### config.mk
export PLATFORM = sky130hd
export DESIGN_NAME = fake_netlist_pipe
export DESIGN_NICKNAME = d
export VERILOG_FILES = /design/src/rtl/fake_netlist_pkg.sv /design/src/rtl/fake_netlist_cone_lane.sv /design/src/rtl/fake_netlist_pipe.sv
export SDC_FILE = /design/constraint.sdc
export NUM_CORES = 1
export LEC_CHECK = 0
export ABC_AREA = 1
export CORE_MARGIN = 3
export CORE_UTILIZATION = 50
export CTS_CLUSTER_SIZE = 10
export DETAILED_ROUTE_END_ITERATION = 7
export GPL_ROUTABILITY_DRIVEN = 1
export GPL_TIMING_DRIVEN = 0
export PLACE_DENSITY = 0.81
export SYNTH_ARGS = -nofsm -noshare
export SYNTH_HDL_FRONTEND = slang
export SYNTH_SLANG_ARGS = --single-unit
export TNS_END_PERCENT = 20
### constraint.sdc
create_clock -name clk -period 6.2 [get_ports clk]
set_clock_uncertainty 0.15 [all_clocks]
set_input_delay 1.24 -clock clk [delete_from_list [all_inputs] [get_ports clk]]
set_output_delay 1.24 -clock clk [all_outputs]
set_load 0.02 [all_outputs]
### src/rtl/fake_netlist_pkg.sv
`default_nettype none
// ============================================================================
// fake_netlist_pkg
// Shared constants and the stage-1 payload type of the cone pipeline.
// Revision: 1.0
// ============================================================================
package fake_netlist_pkg;

  localparam int CONE_INPUTS = 14;

  // Everything the second half of a lane cone needs after the first register.
  typedef struct packed {
    logic b;
    logic n2;
    logic n3;
    logic n4;
    logic n5;
    logic n7;
    logic n9;
    logic n10;
    logic n11;
  } s1_lane_t;

endpackage
`default_nettype wire

### src/rtl/fake_netlist_cone_lane.sv
`default_nettype none
// ============================================================================
// fake_netlist_cone_lane
// One lane of the logic cone, split into the pre-S1 and post-S1 halves.
// Revision: 1.0
// ============================================================================
module fake_netlist_cone_lane
  import fake_netlist_pkg::*;
(
  input  logic [CONE_INPUTS-1:0] n_i,
  output s1_lane_t               s1_o,
  input  s1_lane_t               s1_i,
  output logic                   res_o
);

  logic a;
  logic c;
  logic d;

  always_comb begin
    a        = (n_i[8] & ~n_i[0]) | (~n_i[6] & ~n_i[12]);
    s1_o.b   = ~a & (~n_i[13] | n_i[1]);
    s1_o.n2  = n_i[2];
    s1_o.n3  = n_i[3];
    s1_o.n4  = n_i[4];
    s1_o.n5  = n_i[5];
    s1_o.n7  = n_i[7];
    s1_o.n9  = n_i[9];
    s1_o.n10 = n_i[10];
    s1_o.n11 = n_i[11];
  end

  always_comb begin
    c     = (s1_i.b & s1_i.n9) | (s1_i.n3 & s1_i.n4);
    d     = ~((c & s1_i.n2) | s1_i.n5);
    res_o = ~((d & s1_i.n7) | (s1_i.n10 & s1_i.n11));
  end

endmodule
`default_nettype wire

### src/rtl/fake_netlist_pipe.sv
`default_nettype none
// ============================================================================
// fake_netlist_pipe
// Two-stage multi-lane cone pipeline feeding a credit-controlled output FIFO.
// Revision: 1.0
// ============================================================================
module fake_netlist_pipe
  import fake_netlist_pkg::*;
#(
  parameter int LANES = 4,
  parameter int DEPTH = 4,
  parameter int CNT_W = 16
) (
  input  logic                         clk,
  input  logic                         rst_n,
  input  logic                         in_valid,
  output logic                         in_ready,
  input  logic [CONE_INPUTS*LANES-1:0] in_data,
  output logic                         out_valid,
  input  logic                         out_ready,
  output logic [LANES-1:0]             out_data,
  output logic [CNT_W-1:0]             result_cnt,
  input  logic                         clr
);

  localparam int PW = $clog2(DEPTH);
  localparam int OW = $clog2(DEPTH + 1);
  localparam logic [PW:0]      PTR_ONE = (PW + 1)'(1);
  localparam logic [OW-1:0]    OCC_ONE = OW'(1);
  localparam logic [OW-1:0]    OCC_MAX = OW'(DEPTH);
  localparam logic [CNT_W-1:0] CNT_ONE = CNT_W'(1);

  logic                   in_fire;
  logic                   out_fire;
  s1_lane_t [LANES-1:0]   s1_d;
  s1_lane_t [LANES-1:0]   s1_q;
  logic                   s1_vld_q;
  logic [LANES-1:0]       s2_d;
  logic [LANES-1:0]       s2_q;
  logic                   s2_vld_q;
  logic [LANES-1:0]       mem_q [DEPTH];
  logic [PW:0]            wptr_q;
  logic [PW:0]            rptr_q;
  logic [OW-1:0]          occ_d;
  logic [OW-1:0]          occ_q;
  logic [CNT_W-1:0]       cnt_d;
  logic [CNT_W-1:0]       cnt_q;

  generate
    for (genvar l = 0; l < LANES; l++) begin : g_lane
      fake_netlist_cone_lane u_lane (
        .n_i   (in_data[CONE_INPUTS*l +: CONE_INPUTS]),
        .s1_o  (s1_d[l]),
        .s1_i  (s1_q[l]),
        .res_o (s2_d[l])
      );
    end
  endgenerate

  // Credits cover S1, S2 and the FIFO, so the FIFO can never overflow.
  assign in_ready   = rst_n & (occ_q < OCC_MAX);
  assign in_fire    = in_valid & in_ready;
  assign out_valid  = (wptr_q != rptr_q);
  assign out_fire   = out_valid & out_ready;
  assign out_data   = mem_q[rptr_q[PW-1:0]];
  assign result_cnt = cnt_q;

  always_comb begin
    occ_d = occ_q;
    if (in_fire && !out_fire) begin
      occ_d = occ_q + OCC_ONE;
    end else if (!in_fire && out_fire) begin
      occ_d = occ_q - OCC_ONE;
    end
  end

  always_comb begin
    cnt_d = cnt_q;
    if (clr) begin
      cnt_d = out_fire ? CNT_ONE : '0;
    end else if (out_fire) begin
      cnt_d = cnt_q + CNT_ONE;
    end
  end

  always_ff @(posedge clk or negedge rst_n) begin
    if (!rst_n) begin
      s1_vld_q <= 1'b0;
      s2_vld_q <= 1'b0;
      wptr_q   <= '0;
      rptr_q   <= '0;
      occ_q    <= '0;
      cnt_q    <= '0;
    end else begin
      s1_vld_q <= in_fire;
      s2_vld_q <= s1_vld_q;
      if (s2_vld_q) begin
        wptr_q <= wptr_q + PTR_ONE;
      end
      if (out_fire) begin
        rptr_q <= rptr_q + PTR_ONE;
      end
      occ_q <= occ_d;
      cnt_q <= cnt_d;
    end
  end

  always_ff @(posedge clk) begin
    if (in_fire) begin
      s1_q <= s1_d;
    end
    if (s1_vld_q) begin
      s2_q <= s2_d;
    end
    if (s2_vld_q) begin
      mem_q[wptr_q[PW-1:0]] <= s2_q;
    end
  end

endmodule
`default_nettype wire

; After elaboration in Yosys (flattened, before gate mapping)
; Memories as Yosys holds them, arrays and structs flattened.
; Cells that the tools add are included.
[classes]
mux = 7
bitwise_logic = 83
magnitude_cmp = 1
reduce_logical = 6
n_eq_ne = 1
n_addsub = 5
[op_table]
columns = operator, n
row1 = 1-bit AND, 35
row2 = 16-bit 2-to-1 mux, 2
row3 = 1-bit inverter, 28
row4 = 1-bit bitwise OR, 20
row5 = "16-bit by 1-bit adder with 16-bit output, second input constant", 1
row6 = "3-bit by 1-bit adder with 3-bit output, second input constant", 3
row7 = 3-bit 2-to-1 mux, 2
row8 = 2-bit nonzero test, 2
row9 = "3-bit less-than comparator, second input constant", 1
row10 = 1-bit 2-to-1 mux, 3
row11 = 3-bit != test, 1
row12 = "3-bit by 1-bit subtractor with 3-bit output, second input constant", 1
row13 = 1-bit logical AND, 2
row14 = 1-bit logical NOT, 2
[word_totals]
inputBits = 61
output_inout_bits = 22
ram_bits = 16
register_bits = 67
mem_count = 1
elab_cells = 147
[mem_list]
columns = memory, depth, word_bits, read_ports, rd_clocked_by_memory_dff, wr, line
row1 = mem_q, 4, 4, 1, 0, 1, fake_netlist_pipe.sv:41  ; logic [LANES-1:0] mem_q [DEPTH];

; Logic depth before layout (Yosys ltp)
; Gate-level depths: netlist (run 1).
[depth]
word_depth = 8
depth_mapped = 12
mapped_depth_nobuf = 11

; Modules after synthesis
; Synthesis (run 1) repeated with hierarchy kept, for this count alone.
[hier_totals]
hier_cells = 373
hier_area_um2 = 3890.0
[modules_own_cells]
columns = module, seq_area_each_um2, instances, cells_each, area_each_um2
row1 = fake_netlist_pipe, 2357.3, 1, 285, 3409.5
row2 = fake_netlist_cone_lane, 0.0, 4, 22, 120.1

; Least setup slack after synthesis (run 1)
; No wires, ideal clock.
[synth_timing]
path_kind = input to register
start = input rst_n
end = register occ_q[2]
stages = 8
t_arrival_ns = 5.306
n_path_buf = 0
t_required_ns = 5.926
setup_time_ns = 0.124
setup_slack_ns = 0.620
cell_sequence = inv_1 -> nor3b_1 -> ha_1 -> inv_1 -> fa_1 -> a21oi_1 -> o21ai_0 -> xnor2_1
[synth_via]
elab_chain_cells = 5
elab_cells_between_ends = 7
classes_between = 1 x mux / 2 x bitwise / 4 x reduce/logical
[synth_rtl]
columns = item, line
row1 = "start, declared", fake_netlist_pipe.sv:15  ; input logic rst_n,
row2 = 1-bit AND (*), fake_netlist_pipe.sv:61  ; assign in_ready = rst_n & (occ_q < OCC_MAX);
row3 = 1-bit AND (*), fake_netlist_pipe.sv:62  ; assign in_fire = in_valid & in_ready;
row4 = net in_fire, fake_netlist_pipe.sv:33  ; logic in_fire;
row5 = 1-bit logical NOT, fake_netlist_pipe.sv:72  ; end else if (!in_fire && out_fire) begin
row6 = 1-bit logical AND, fake_netlist_pipe.sv:72
row7 = 2-bit nonzero test (no line), n/a
row8 = "end signal, assigned", fake_netlist_pipe.sv:92  ; occ_q <= '0;
row9 = "end signal, assigned", fake_netlist_pipe.sv:103  ; occ_q <= occ_d;
row10 = "end, declared", fake_netlist_pipe.sv:45  ; logic [OW-1:0] occ_q;
; The timed path passes the listed nets; every way through them passes the cells marked *.
; A chain may end at the register's enable or synchronous reset.

; Worst setup path in the final report (run 1)
[layout_timing]
start = input rst_n
end = output in_ready
[layout_via]
elab_chain_cells = 1
[layout_rtl]
columns = item, line
row1 = 1-bit AND, fake_netlist_pipe.sv:61
row2 = "end, declared", fake_netlist_pipe.sv:17  ; output logic in_ready,
; No other way between the ends.

==> results.cfg, run 1 <==
[logic_synthesis]
syn_area_mm2 = 0.00359
yosysWarnings = 0
syn_avg_cell_area_um2 = 11.4
yosysSeqAreaShare = 0.657
ys_ff_latch = 83
synth_nets = 385
synth_cell_types = 31
syn_inst = 316

[clocking]
ctsResizeCount = 0
clock-sinks = 83
cts_tree = built
cts_root_buffer = clkbuf_8
path_clk_slew_ns = 0.08
postCtsSetupBuffers = 0
clk_latency_ns = 0.35
hold_buffers = 0
h-tree-depth = 3
clockBufferDepth = 2
numCtsBuffers = 9

[timing]
finalCritPeriodShare = 0.655
fmax_ghz = 0.246
slew_headroom = 0.401
rsz0062_at_grt = no
worst_pin_slew_ns = 0.894
finalHoldViolations = 0
finalMaxSlewViolations = 0
setup_violations = 0
hold_ws_ns = 0.344
period_needed_ns = 4.06
setup_tns_ns = 0

[placed_design]
gp_congestion = 0.866
post_dp_cell_area_mm2 = 0.00456
dp_hpwl_mm = 5.27
post-place-cells = 496
io_buffers = 82

[finish]
fill_cells = 485
antenna_cells = 0
nNetsFinal = 480
final_area_mm2 = 0.00473
stdcell_count = 512
fin_util = 0.689
mostFrequentLayoutCells = clkdlybuf4s50_1 (81), nand2_1 (72), edfxtp_1 (56)
drive_gt1_frac = 0.0817
layout_commonest_cell = clkdlybuf4s50_1
syn_to_final_growth_pct = 31.9

[detailed_routing]
num_vias = 2563
drtPass1Iterations = 4
drtIter0Drc = 141
drc = 0
ant_nets = 0
viasPerCell = 5.01
drt-wirelength-per-cell_um = 13.4
wl_mm = 6.86

[setup_path]
r2r_start = occ_q[2]
r2r_end = occ_q[2]
required_ns = 4.81
critPathMaxStageDelay_ns = 0.64
crit_buf_inv = 3
critPathLaunchType = input pin
critPathKind = in2out
cpLargestDelayFamily = buffers and inverters
crit_fanout = 28
rr_worst_depth = 7
rrSetupSlack_ns = 3.65
cp.arrival_ns = 2.67
path_cells = buf_2 > inv_1 > nor2_1 > clkdlybuf4s50_1
end_kind = primary output
crit_slowest_cell = clkdlybuf4s50_1

[global_route]
grt_pass1_vias = 2521
grt_usage = 0.177
grt_overflow = 0
grt_start_max_net_pins = 29
grt_pass1_wl_mm = 11.4
grt_antenna_before_repair = 0

[status]
status = finished clean

[floorplan]
pin_count = 83
start_util = 0.523
die_y_um = 90.7
fp.dieArea_mm2 = 0.00823
rows = 30
core_mm2 = 0.00687
die_w_um = 90.7

[min_path]
hold_depth = 0
hp-class = reg2reg
min_from = s1_vld_q
hold_end = s2_vld_q

[power_and_ir_drop]
p_leak_nw = 1.87
vdd_drop_max_mv = 0.162
power.density_mw_per_mm2 = 321

[flow_run]
drv_cap = 0
-- metal layers --
| layer | global-route usage | vias to the layer above | wire length (um) |
|---|---|---|---|
| met4 | 0.0778 | 0 | 113 |
| met3 | 0.0592 | 9 | 551 |
| met5 | 0 | - | 0 |
| met2 | 0.285 | 101 | 3380 |
| met1 | 0.217 | 1182 | 2810 |
| li1 | - | 1271 | - |
-- per-stage QoR --
step	power, W	setup WS, ns
floorplan	0.00100	0.620
global placement	0.00115	-1.83
detailed placement	0.00118	1.19
CTS	0.00153	1.16
global route	0.00161	1.99
finish	0.00152	2.14
-- cell type report --
class | instances | area [um^2] | area share
clock inverter | 7 | 56.3 | 0.0119
clock buffer | 9 | 124 | 0.0262
sequential | 83 | 2360 | 0.498
timing repair buffer | 84 | 838 | 0.177
buffer | 5 | 41.3 | 0.00872
multi-input combinational | 198 | 1070 | 0.226
tap | 96 | 120 | 0.0254
inverter | 30 | 125 | 0.0264
-- how the worst max path moves through the flow --
stage           from  endpoint  slack (ns)  depth (start not counted)
6_report       rst_n  in_ready        2.14                          4
3_3_place_gp   rst_n  occ_q[2]       -1.83                          9
5_1_grt        rst_n  in_ready        1.99                          4
3_5_place_dp   rst_n  occ_q[2]        1.19                          9
4_1_cts        rst_n  in_ready        1.16                          4
2_1_floorplan  rst_n  occ_q[2]        0.62                          8
-- worst reg2reg max path: stages, from the launching register on --
cell and delay [ns]:
dfrtp_1 0.42, nor3b_2 0.76, ha_1 0.27, inv_1 0.07, fa_1 0.37, a21oi_1 0.14, o21ai_0 0.11, xnor2_1 0.14
-- logic make-up after synthesis --
group,synth area share
adders and majority gates,0.0300
muxes,0.00314
xor gates and xnor gates,0.0220
DFF,0.657
buffers and inverters,0.0464
and+or+nand+nor,0.165
AOI/OAI and AO/OA,0.0767
-- power by group --
group          switching, W  internal (W)  total, W
logic              0.000230      0.000198  0.000427
clock network      0.000207      0.000152  0.000359
registers         0.0000557      0.000676  0.000732
-- cells in the mapped netlist --
library cell  number  area share
nand3_1           12       0.017
a21boi_0           4      0.0084
or2_2              3      0.0052
o21bai_1           4      0.0084
buf_4              1      0.0021
a22o_1             4      0.0098
inv_8              1      0.0031
inv_1             28       0.029
buf_6              1      0.0031
nor2_1            29       0.030
nand3_4            1      0.0049
xnor2_1            3      0.0073
nand2_1           72       0.075
ha_1               7       0.024
a21oi_1           10       0.014
edfxtp_1          56        0.47
nand2_4            2      0.0063
o21ai_1            1      0.0014
nor3b_1            1      0.0021
fa_1               1      0.0056
buf_8              1      0.0042
o22ai_1            8       0.014
nand2_2            2      0.0035
buf_1              1      0.0010
nand4_1           12       0.021
clkbuf_1           1      0.0010
inv_6              1      0.0024
mux2_2             1      0.0031
o21ai_0           15       0.021
xor2_1             6       0.015
dfrtp_1           27        0.19
-- flip-flops by register name, summed over array words and instances, names as in the netlist --
register    cells
mem_q          16
s1_q           36
result_cnt     16
rptr_q          3
s1_vld_q        1
s2_q            4
occ_q           3
wptr_q          3
s2_vld_q        1
(Power assumes the default switching activity.)
==> run 2, diff against run 1 <==
==> constraint.sdc (replaced) <==
create_clock -name clk -period 4 [get_ports clk]
set_clock_uncertainty 0.15 [all_clocks]
set_input_delay 0.8 -clock clk [delete_from_list [all_inputs] [get_ports clk]]
set_output_delay 0.8 -clock clk [all_outputs]
set_load 0.02 [all_outputs]
==> results.cfg, run 2 (synthesis results as in run 1) <==
[floorplan]
rows = 30
die_w_um = 90.7
die_y_um = 90.7
pin_count = 83
start_util = 0.523
fp.dieArea_mm2 = 0.00823
core_mm2 = 0.00687

[setup_path]
end_kind = primary output
cpLargestDelayFamily = buffers and inverters
crit_fanout = 28
critPathKind = in2out
crit_slowest_cell = clkdlybuf4s50_1
cp.arrival_ns = 2.23
critPathMaxStageDelay_ns = 0.63
path_cells = buf_2 > inv_1 > nor2_1 > clkdlybuf4s50_1
crit_buf_inv = 3
required_ns = 3.05
critPathLaunchType = input pin

[clocking]
numCtsBuffers = 9
clk_latency_ns = 0.36
path_clk_slew_ns = 0.09
cts_root_buffer = clkbuf_8
cts_tree = built
clock-sinks = 83
hold_buffers = 0
clockBufferDepth = 2
h-tree-depth = 3
postCtsSetupBuffers = 0
ctsResizeCount = 1

[power_and_ir_drop]
power_w = 0.00242
vdd_drop_max_mv = 0.246
p_leak_nw = 1.88
power.density_mw_per_mm2 = 508

[detailed_routing]
viasPerCell = 5.03
drtIter0Drc = 168
ant_nets = 0
drtPass1Iterations = 4
drc = 0
drt-wirelength-per-cell_um = 13.4
wl_mm = 6.85
num_vias = 2573

[timing]
hold_ws_ns = 0.287
finalHoldViolations = 0
finalMaxSlewViolations = 0
setup_violations = 0
period_needed_ns = 3.18
fmax_ghz = 0.314
slew_headroom = 0.592
finalCritPeriodShare = 0.795
worst_pin_slew_ns = 0.612
rsz0062_at_grt = no
post-route-worst-setup-slack_ns = 0.820

[placed_design]
io_buffers = 82
dp_slack_ns = -0.318
gp_congestion = 0.844
dp_hpwl_mm = 5.21

[min_path]
hp-class = in2async

[global_route]
grt_antenna_before_repair = 0
grt_start_max_net_pins = 29
grt_pass1_vias = 2532
grt_usage = 0.179
grt_overflow = 0
grt_pass1_wl_mm = 11.6

[finish]
drive_gt1_frac = 0.0793
layout_commonest_cell = clkdlybuf4s50_1
antenna_cells = 0
syn_to_final_growth_pct = 32.8
fin_util = 0.694
max_flop_register = s1_q
largest_reg_flops = 36
mostFrequentLayoutCells = clkdlybuf4s50_1 (81), nand2_1 (72), edfxtp_1 (56)
fill_cells = 502
nNetsFinal = 480

[flow_run]
drv_cap = 0

[status]
status = finished clean
## run 2: cell count changes in the layout (fill, tap and decap cells not counted)
cell	change
nor3b_4	+1
inv_6	+2
clkinv_2	-2
clkinv_1	+1
buf_8	+2
buf_6	-2
inv_8	-1
clkinv_4	-1
bufinv_16	+1
nor3b_2	-1
## run 2: layout make-up
| class | instances | area (um^2) | share of cell area |
|---|---|---|---|
| Sequential cell | 83 | 2360 | 0.494 |
| Buffer | 5 | 41.3 | 0.00866 |
| Multi-Input combinational cell | 198 | 1080 | 0.226 |
| Clock buffer | 9 | 124 | 0.0260 |
| Inverter | 30 | 125 | 0.0262 |
| Timing Repair Buffer | 84 | 846 | 0.177 |
| Clock inverter | 7 | 77.6 | 0.0163 |
| Tap cell | 96 | 120 | 0.0252 |
## run 2: stage by stage
| stage | area (um^2) | instances | TNS, ns |
|---|---|---|---|
| 2_1_floorplan | 3590 | 316 | 0 |
| 3_3_place_gp | 4540 | 494 | -38.83 |
| 4_1_cts | 4770 | 512 | 0 |
| 5_1_grt | 4770 | 512 | 0 |
| 6_report | 4770 | 512 | 0 |
| 3_5_place_dp | 4570 | 496 | -0.759 |
## run 2: worst paths after layout
kind,startpoint,to,slack (ns),depth (start not counted)
max,rst_n,in_ready,0.82,4
min,rst_n,result_cnt[6],0.29,1
max reg2reg,occ_q[2],occ_q[2],1.77,7
min reg2reg,s1_vld_q,s2_vld_q,0.34,0
max in group asynchronous,rst_n,occ_q[2],3.00,1
min in group clk,s1_vld_q,s2_vld_q,0.34,0
## run 2: per-layer routing
| metal | GRT usage | part of all wire | up-vias | wire length (um) |
|---|---|---|---|---|
| met3 | 0.0617 | 0.069 | 13 | 472 |
| met1 | 0.226 | 0.43 | 1184 | 2920 |
| met5 | 0 | 0 | - | 0 |
| met4 | 0.0778 | 0.017 | 0 | 118 |
| met2 | 0.280 | 0.49 | 96 | 3340 |
| li1 | - | - | 1280 | - |
## run 2: worst reg2reg max path: stages (launching register included)
cell and delay [ns]:
dfrtp_1 0.44, nor3b_4 0.48, ha_1 0.23, inv_1 0.06
fa_1 0.37, a21oi_1 0.14, o21ai_0 0.11, xnor2_1 0.14
## run 2: report_power, final
group	internal [W]	switching, W	total, W
Combinational	0.000311	0.000357	0.000668
Sequential	0.00105	0.0000886	0.00114
Clock	0.000298	0.000319	0.000617
Total	0.00166	0.000764	0.00242
==> run 3, diff against run 2 <==
--- a/config.mk
+++ b/config.mk
@@ -7,12 +7,12 @@
 export LEC_CHECK = 0
 export ABC_AREA = 1
 export CORE_MARGIN = 3
-export CORE_UTILIZATION = 50
+export CORE_UTILIZATION = 45
 export CTS_CLUSTER_SIZE = 10
 export DETAILED_ROUTE_END_ITERATION = 7
 export GPL_ROUTABILITY_DRIVEN = 1
 export GPL_TIMING_DRIVEN = 0
-export PLACE_DENSITY = 0.81
+export PLACE_DENSITY = 0.77
 export SYNTH_ARGS = -nofsm -noshare
 export SYNTH_HDL_FRONTEND = slang
 export SYNTH_SLANG_ARGS = --single-unit
==> constraint.sdc (replaced) <==
create_clock -name clk -period 2.55 [get_ports clk]
set_clock_uncertainty 0.15 [all_clocks]
set_input_delay 0.51 -clock clk [delete_from_list [all_inputs] [get_ports clk]]
set_output_delay 0.51 -clock clk [all_outputs]
set_load 0.02 [all_outputs]
==> results.cfg, run 3 (synthesis results as in run 1) <==
[setup_path]
cp.arrival_ns = 1.79
end_kind = primary output
critPathLaunchType = flip-flop
critPathKind = reg2out
crit_fanout = 7
rr_worst_depth = 9
required_ns = 1.89

[power_and_ir_drop]
vdd_drop_max_mv = 0.352
power.density_mw_per_mm2 = 781
power.internal_w = 0.00258
p_sw_frac = 0.313
p_switching_w = 0.00118
comb_power_share = 0.275
p_leak_nw = 1.94
pwr-share-seq = 0.474
power_frac_clock = 0.251

[flow_run]
drv_cap = 0

[finish]
antenna_cells = 0
layout_commonest_cell = clkdlybuf4s50_1
stdcell_count = 517
regArea_mm2 = 0.00236
max_flop_register = s1_q
largest_reg_flops = 36
drive_gt1_frac = 0.0837
multi_input_area_mm2 = 0.00108
fill_cells = 585
syn_to_final_growth_pct = 33.9
nNetsFinal = 482
final_area_mm2 = 0.00481
mostFrequentLayoutCells = clkdlybuf4s50_1 (77), nand2_1 (72), edfxtp_1 (56)

[global_route]
grt_usage = 0.164
grt_start_max_net_pins = 28
use_met3 = 0.0450
grt_pass1_vias = 2440
use_met1 = 0.215
globalRouteMet2Util = 0.254
grt_overflow = 0
grt_busiest_layer = met2
grt_pass1_wl_mm = 11.3
grt_antenna_before_repair = 0

[clocking]
clock-sinks = 83
numCtsBuffers = 9
postCtsSetupBuffers = 0
path_clk_slew_ns = 0.08
cts_root_buffer = clkbuf_8
clockBufferDepth = 2
cts_tree = built
clk_latency_ns = 0.35
h-tree-depth = 3

[detailed_routing]
wl_mm = 6.86
num_vias = 2510
drt-wirelength-per-cell_um = 13.3
drtPass1Iterations = 4
viasPerCell = 4.85
drc = 0
drtIter0Drc = 179
ant_nets = 0

[floorplan]
core_mm2 = 0.00749
die_y_um = 95.3
pin_count = 83
start_util = 0.480
die_w_um = 95.3
rows = 31
fp.dieArea_mm2 = 0.00908

[timing]
setup_violations = 0
worst_pin_slew_ns = 0.461
period_needed_ns = 2.45
finalMaxSlewViolations = 0
finalCritPeriodShare = 0.961
rsz0062_at_grt = no
slew_headroom = 0.693
finalHoldViolations = 0
fmax_ghz = 0.408

[placed_design]
gp_congestion = 0.865
io_buffers = 82
post-place-cells = 499
dp_hpwl_mm = 5.16
post_dp_cell_area_mm2 = 0.00457

[min_path]
hp-class = reg2reg
hold_depth = 1

[status]
status = finished clean
run 3: cell count changes in the layout (fill, tap and decap cells not counted), moves of 2 or more:
| cell | previous run | this run |
|---|---|---|
| inv_6 | 6 | 3 |
| clkdlybuf4s50_1 | 81 | 77 |
| clkinv_2 | 0 | 2 |
| clkinv_4 | 0 | 2 |
| dlymetal6s2s_1 | 0 | 4 |
run 3: final cells by class:
class | instances | area share
Timing Repair Buffer | 86 | 0.184
Clock buffer | 9 | 0.0258
Multi-Input combinational cell | 198 | 0.224
Clock inverter | 7 | 0.0156
Tap cell | 99 | 0.0258
Sequential cell | 83 | 0.490
Buffer | 5 | 0.00859
Inverter | 30 | 0.0260
run 3: worst paths after layout:
| check | startpoint | to | slack, ns |
|---|---|---|---|
| setup / recovery | rptr_q[1] | out_valid | 0.1 |
| hold / removal | occ_q[0] | occ_q[0] | 0.35 |
| setup reg to reg | rptr_q[1] | occ_q[2] | 0.27 |
| hold reg to reg | occ_q[0] | occ_q[0] | 0.35 |
| max in group asynchronous | rst_n | result_cnt[10] | 1.53 |
| min in group asynchronous | rst_n | result_cnt[7] | 0.56 |
run 3: what timing repair did:
item                                   4_1_cts  5_1_grt
resized for setup                            6        4
setup endpoints to repair                   40        4
hold buffers                                 2        0
endpoints found under the hold margin       27        0
run 3: power groups by stage:
stage	sequential, W	clock (W)	combinational (W)
after CTS	0.00178	0.000965	0.00106
after floorplan	0.00180	0	0.000639
after global routing	0.00181	0.00102	0.00113
after detailed placement	0.00181	0	0.00105
final	0.00178	0.000943	0.00103
after global placement	0.00181	0	0.00101
run 3: metrics by stage:
stage / worst slack [ns] / hold WS (ns) / TNS (ns) / total power, W / util
floorplan: -0.387 / 0.0644 / -0.720 / 0.00244 / -
global placement: -2.36 / 0.330 / -62.89 / 0.00281 / 0.607
detailed placement: -1.35 / 0.334 / -33.43 / 0.00286 / 0.611
CTS: 0.00788 / 0.356 / 0 / 0.00381 / 0.641
global route: 0.0252 / 0.372 / 0 / 0.00397 / 0.642
finish: 0.0986 / 0.353 / 0 / 0.00376 / 0.642
run 3: worst max-delay path, cell delays in order (launching register included):
cell and delay, ns:
dfrtp_1 0.46, xnor2_1 0.30, nand3_4 0.12, clkdlybuf4s50_1 0.56
run 3: routing by layer:
layer	share of wire	routed length (um)	up-vias
met4	0.019	133	0
li1	-	-	1283
met5	0	0	-
met3	0.078	535	11
met2	0.47	3230	88
met1	0.43	2950	1128
==> variant 1, RTL diff (config.mk and constraints of run 2) <==
Put one more register stage on the output `result_cnt`. The value now appears one clock later. The other outputs are not delayed to match.
--- a/src/rtl/fake_netlist_pipe.sv
+++ b/src/rtl/fake_netlist_pipe.sv
@@ -65,3 +65,5 @@
   assign out_data   = mem_q[rptr_q[PW-1:0]];
-  assign result_cnt = cnt_q;
+  always_ff @(posedge clk) begin
+    result_cnt <= cnt_q;
+  end
 
Function: changed (Yosys sat finds a counterexample within 10 cycles, from zero or initial values and one cycle with rst_n low).
==> variant 1 against run 2 <==
- sequential cell count grew 16
- sequential share of layout area grew 3.2 points
- non-clock buffer count shrank 1
- largest cell class unchanged
- final area grew 6.6%
- hold slack gained 4.1 ps
- critical endpoint is now occ_q[2]$_DFFE_PN0P_
- wire length grew 5.4%
- largest power group unchanged
- sequential power grew 15%
- setup slack lost 360 ps
- area after synthesis grew 9.2%
- core utilization shrank 0.78 points
- power grew 6.8%
- count of clock-buffer cells in the layout is the same
- die area grew 8.6%
==> variant 1: results (changes against run 2) <==
| Metric | Value |
|---|---|
| Slowest CP cell | `nor3b_4 (was clkdlybuf4s50_1)` |
| Syn_nets | `402 (was 385)` |
| CP max stage delay | `830 ps (was 630 ps)` |
| Final Critical Period | `3540 ps (was 3180 ps)` |
| First-pass GRT wire length | `12.0 mm (was 11.6 mm)` |
| Final Routed Wirelength | `7.22 mm (was 6.85 mm)` |
| Library cells used by synthesis | `33 (was 31)` |
| Worst Setup Path Type | `in2reg (was in2out)` |
| Fraction of layout cells with a size suffix above 1 | `0.0673 (was 0.0793)` |
| Synth area leaders | `edfxtp_1 (43%), dfrtp_1 (17%), dfxtp_1 (8.2%), nand2_1 (6.8%), nor2_1 (2.9%) (was edfxtp_1 (47%), dfrtp_1 (19%), nand2_1 (7.5%), nor2_1 (3.0%), inv_1 (2.9%))` |
| Ys async rst share | `0.273 (was 0.325)` |
| R2R setup slack | `1340 ps (was 1770 ps)` |
| Met1 Resource Use GR | `0.225 (was 0.226)` |
| Hold crit path type | `reg2reg (was in2async)` |
| All-Layer GR Usage | `0.177 (was 0.179)` |
| Largest net degree at the start of global routing | `29 (unchanged)` |
| Via count | `2673 (was 2573)` |
| CP arrival | `3620 ps (was 2230 ps)` |
| Status | `finished, final reports clean (unchanged)` |
| Vias in the first global route | `2567 (was 2532)` |
| Place WS | `-770 ps (was -318 ps)` |
| Starting DRT DRC Count | `136 (was 168)` |
| Placed Instance Area | `4900 µm² (was 4570 µm²)` |
| Grt met3 use | `0.0454 (was 0.0617)` |
| GP Congestion | `0.849 (was 0.844)` |
| Crit path launch | `rst_n (unchanged)` |
| Nets | `496 (was 480)` |
| M2 GR Usage | `0.291 (was 0.280)` |
| Most common library cells after synthesis | `nand2_1 (71), edfxtp_1 (56), nor2_1 (30) (was nand2_1 (72), edfxtp_1 (56), nor2_1 (29))` |
| Leak | `1.99 nW (was 1.88 nW)` |
[variant 1: layout make-up]
| class | instances | area, µm² | share of cell area |
|---|---|---|---|
| flip-flops and latches | 99 | 2680 | 0.527 |
| clock buffers | 9 | 124 | 0.0244 |
| clock inverters | 6 | 57.6 | 0.0113 |
| inverters | 30 | 125 | 0.0246 |
| well taps | 99 | 124 | 0.0244 |
| repair buffers | 83 | 850 | 0.167 |
| plain buffers | 5 | 41.3 | 0.00812 |
| multi-input cells | 199 | 1090 | 0.214 |
[variant 1: worst min-delay path by stage]
| stage | start | to | slack, ps |
|---|---|---|---|
| 2_1_floorplan | cnt_q[15]$_DFFE_PN0P_ | result_cnt[15]$_DFF_P_ | 240 |
| 3_3_place_gp | cnt_q[15]$_DFFE_PN0P_ | result_cnt[15]$_DFF_P_ | 260 |
| 6_report | cnt_q[15]$_DFFE_PN0P_ | result_cnt[15]$_DFF_P_ | 290 |
| 4_1_cts | cnt_q[15]$_DFFE_PN0P_ | result_cnt[15]$_DFF_P_ | 290 |
| 3_5_place_dp | cnt_q[15]$_DFFE_PN0P_ | result_cnt[15]$_DFF_P_ | 270 |
| 5_1_grt | cnt_q[15]$_DFFE_PN0P_ | result_cnt[15]$_DFF_P_ | 300 |
[variant 1: cells by family (layout without fill, tap and decap cells)]
kind of cell               Yosys count  after routing  share of synthesized area
DFF                                 99             99                      0.683
buffers and inverters               35            133                     0.0425
adders and majority gates            8              8                     0.0275
and+or+nand+nor                    134            134                      0.152
xor gates and xnor gates             9              9                     0.0201
AOI/OAI and AO/OA                   47             47                     0.0722
muxes                                1              1                    0.00287
[variant 1: worst reg2reg max path: stages, from the launching register on]
cell	delay (ps)
dfrtp_1	440
nor3b_4	830
ha_1	290
inv_1	70
fa_1	370
a21oi_1	150
o21ai_0	120
xnor2_1	140
[variant 1: power by group]
group,switching (W),total [W],internal (W)
clock network,0.000320,0.000601,0.000281
logic,0.000360,0.000671,0.000311
registers,0.0000935,0.00131,0.00122
total,0.000774,0.00258,0.00181
[variant 1: what timing repair did]
action | CTS | global route
resized for setup | 3 | 0
endpoints found under the setup margin | 3 | 0
setup buffers | 0 | 0
[variant 1: routing by layer]
layer	vias to the layer above	wire length [µm]
li1	1324	-
met1	1241	3190
met2	97	3430
met3	11	477
met4	0	121
met5	-	0
[variant 1: stage by stage]
| stage | instances | hold WS, ps |
|---|---|---|
| detailed placement | 515 | 267 |
| global placement | 514 | 256 |
| CTS | 530 | 287 |
| finish | 530 | 291 |
| global route | 530 | 301 |
| floorplan | 333 | 238 |
==> variant 2, RTL diff (settings of run 2) <==
Without the edit above. The parameter `CNT_W` goes from 16 to 14.
--- a/src/rtl/fake_netlist_pipe.sv
+++ b/src/rtl/fake_netlist_pipe.sv
@@ -11,3 +11,3 @@
   parameter int DEPTH = 4,
-  parameter int CNT_W = 16
+  parameter int CNT_W = 14
 ) (
Interface: changed (resized result_cnt); port bits go from 83 to 81. No check against the original RTL was run, so the function may have changed too.
==> variant 2 against run 2 <==
- power rose by 0.24%
- via count fell by 5.8%
- sequential cell count fell by 2
- area after synthesis fell by 3.7%
- final area fell by 4.2%
- wire length fell by 0.55%
- setup slack got worse by 130 ps
- sequential share of layout area rose by 1.1 points
- highest routed layer unchanged
==> variant 2: results (changes against run 2) <==
| Metric | Value |
|---|---|
| Via count | `2423 (was 2573)` |
| Met3 wire len | `366 µm (was 472 µm)` |
| Clk pwr share | `0.266 (was 0.255)` |
| Register area share after synthesis | `0.667 (was 0.657)` |
| Final HPWL DP | `5.10 mm (was 5.21 mm)` |
| Average wire per standard cell | `14.6 µm (was 13.4 µm)` |
| Cells after Synth | `294 (was 316)` |
| Hold WS | `325 ps (was 287 ps)` |
| Largest net degree at the start of global routing | `39 (was 29)` |
| GP Congestion | `0.868 (was 0.844)` |
| Worst-path clk slew | `80 ps` |
| Gate power share | `0.274 (was 0.276)` |
| Syn_nets | `363 (was 385)` |
| CP max FO | `38 (was 28)` |
| Internal | `0.00169 W (was 0.00166 W)` |
| Max reg flops | `36 (unchanged)` |
| Ys Warns | `0 (unchanged)` |
| Slew margin rel. | `0.471 (was 0.592)` |
| Starting DRT DRC Count | `149 (was 168)` |
| Fraction of layout cells with a size suffix above 1 | `0.0795 (was 0.0793)` |
| Post-Place Cells | `451 (was 496)` |
| All-Layer GR Usage | `0.184 (was 0.179)` |
| Sw Pwr | `0.000740 W (was 0.000764 W)` |
| Leak | `1.86 nW (was 1.88 nW)` |
| Most common library cells after synthesis | `nand2_1 (62), edfxtp_1 (56), inv_1 (31) (was nand2_1 (72), edfxtp_1 (56), nor2_1 (29))` |
| Place WS | `-596 ps (was -318 ps)` |
| Library cells used by synthesis | `33 (was 31)` |
| DRT Pass-1 Iters | `4 (unchanged)` |
| Port bufs | `80 (was 82)` |
| CP arrival | `3370 ps (was 2230 ps)` |
| Largest register by flop count | `s1_q (unchanged)` |
| Vias in the first global route | `2455 (was 2532)` |
| R2R setup slack | `1320 ps (was 1770 ps)` |
| R2r worst-path depth | `8 (was 7)` |
| Clock Latency Late Sink | `340 ps (was 360 ps)` |
| Status | `finished, final reports clean (unchanged)` |
| Peak supply drop | `0.276 mV (was 0.246 mV)` |
| Placed Instance Area | `4360 µm² (was 4570 µm²)` |
| Met1 WL | `2.72 mm (was 2.92 mm)` |
| DR WL met2 | `3.57 mm (was 3.34 mm)` |
| Ys async rst share | `0.309 (was 0.325)` |
| First-pass GRT wire length | `11.0 mm (was 11.6 mm)` |
## variant 2: cell type report
type	count	area, µm²
plain buffers	5	45.0
clock buffers	10	128
clock inverters	6	90.1
fillers	478	1960
inverters	34	138
multi-input cells	174	970
flip-flops and latches	81	2310
well taps	77	96.3
repair buffers	80	796
## variant 2: logic make-up (layout without fill, tap and decap cells)
family / count (synthesis) / after routing / share of synthesized area
compound gates: 40 / 40 / 0.0702
flops: 81 / 81 / 0.667
mux: 1 / 1 / 0.00326
xor+xnor: 9 / 9 / 0.0228
simple gates: 116 / 116 / 0.153
fa+ha+maj: 8 / 8 / 0.0311
buf+inv: 39 / 135 / 0.0528
## variant 2: worst max-delay path by stage
stage | start | slack [ps] | end | cells after the start
2_1_floorplan | rst_n | 870 | occ_q[2]$_DFFE_PN0P_ | 7
3_3_place_gp | rst_n | -930 | occ_q[2]$_DFFE_PN0P_ | 8
3_5_place_dp | rst_n | -600 | occ_q[2]$_DFFE_PN0P_ | 8
4_1_cts | rst_n | 60 | occ_q[2]$_DFFE_PN0P_ | 8
5_1_grt | rst_n | 450 | occ_q[2]$_DFFE_PN0P_ | 8
6_report | rst_n | 690 | occ_q[2]$_DFFE_PN0P_ | 8
## variant 2: critical path, stage by stage
cell	delay, ps
clkbuf_2	510
and3_2	830
ha_1	270
inv_1	80
fa_1	390
a21oi_1	180
o21ai_0	130
xor2_1	160
## variant 2: what timing repair did
item,CTS,global route
gates resized for setup,1,2
hold buffers,0,0
endpoints found under the setup margin,3,1
endpoints found under the hold margin,0,0
pin swaps,0,0
## variant 2: routing by layer
layer	up-vias	track usage
met2	69	0.319
li1	1191	-
met5	-	0
met4	0	0.0839
met1	1147	0.218
met3	16	0.0415
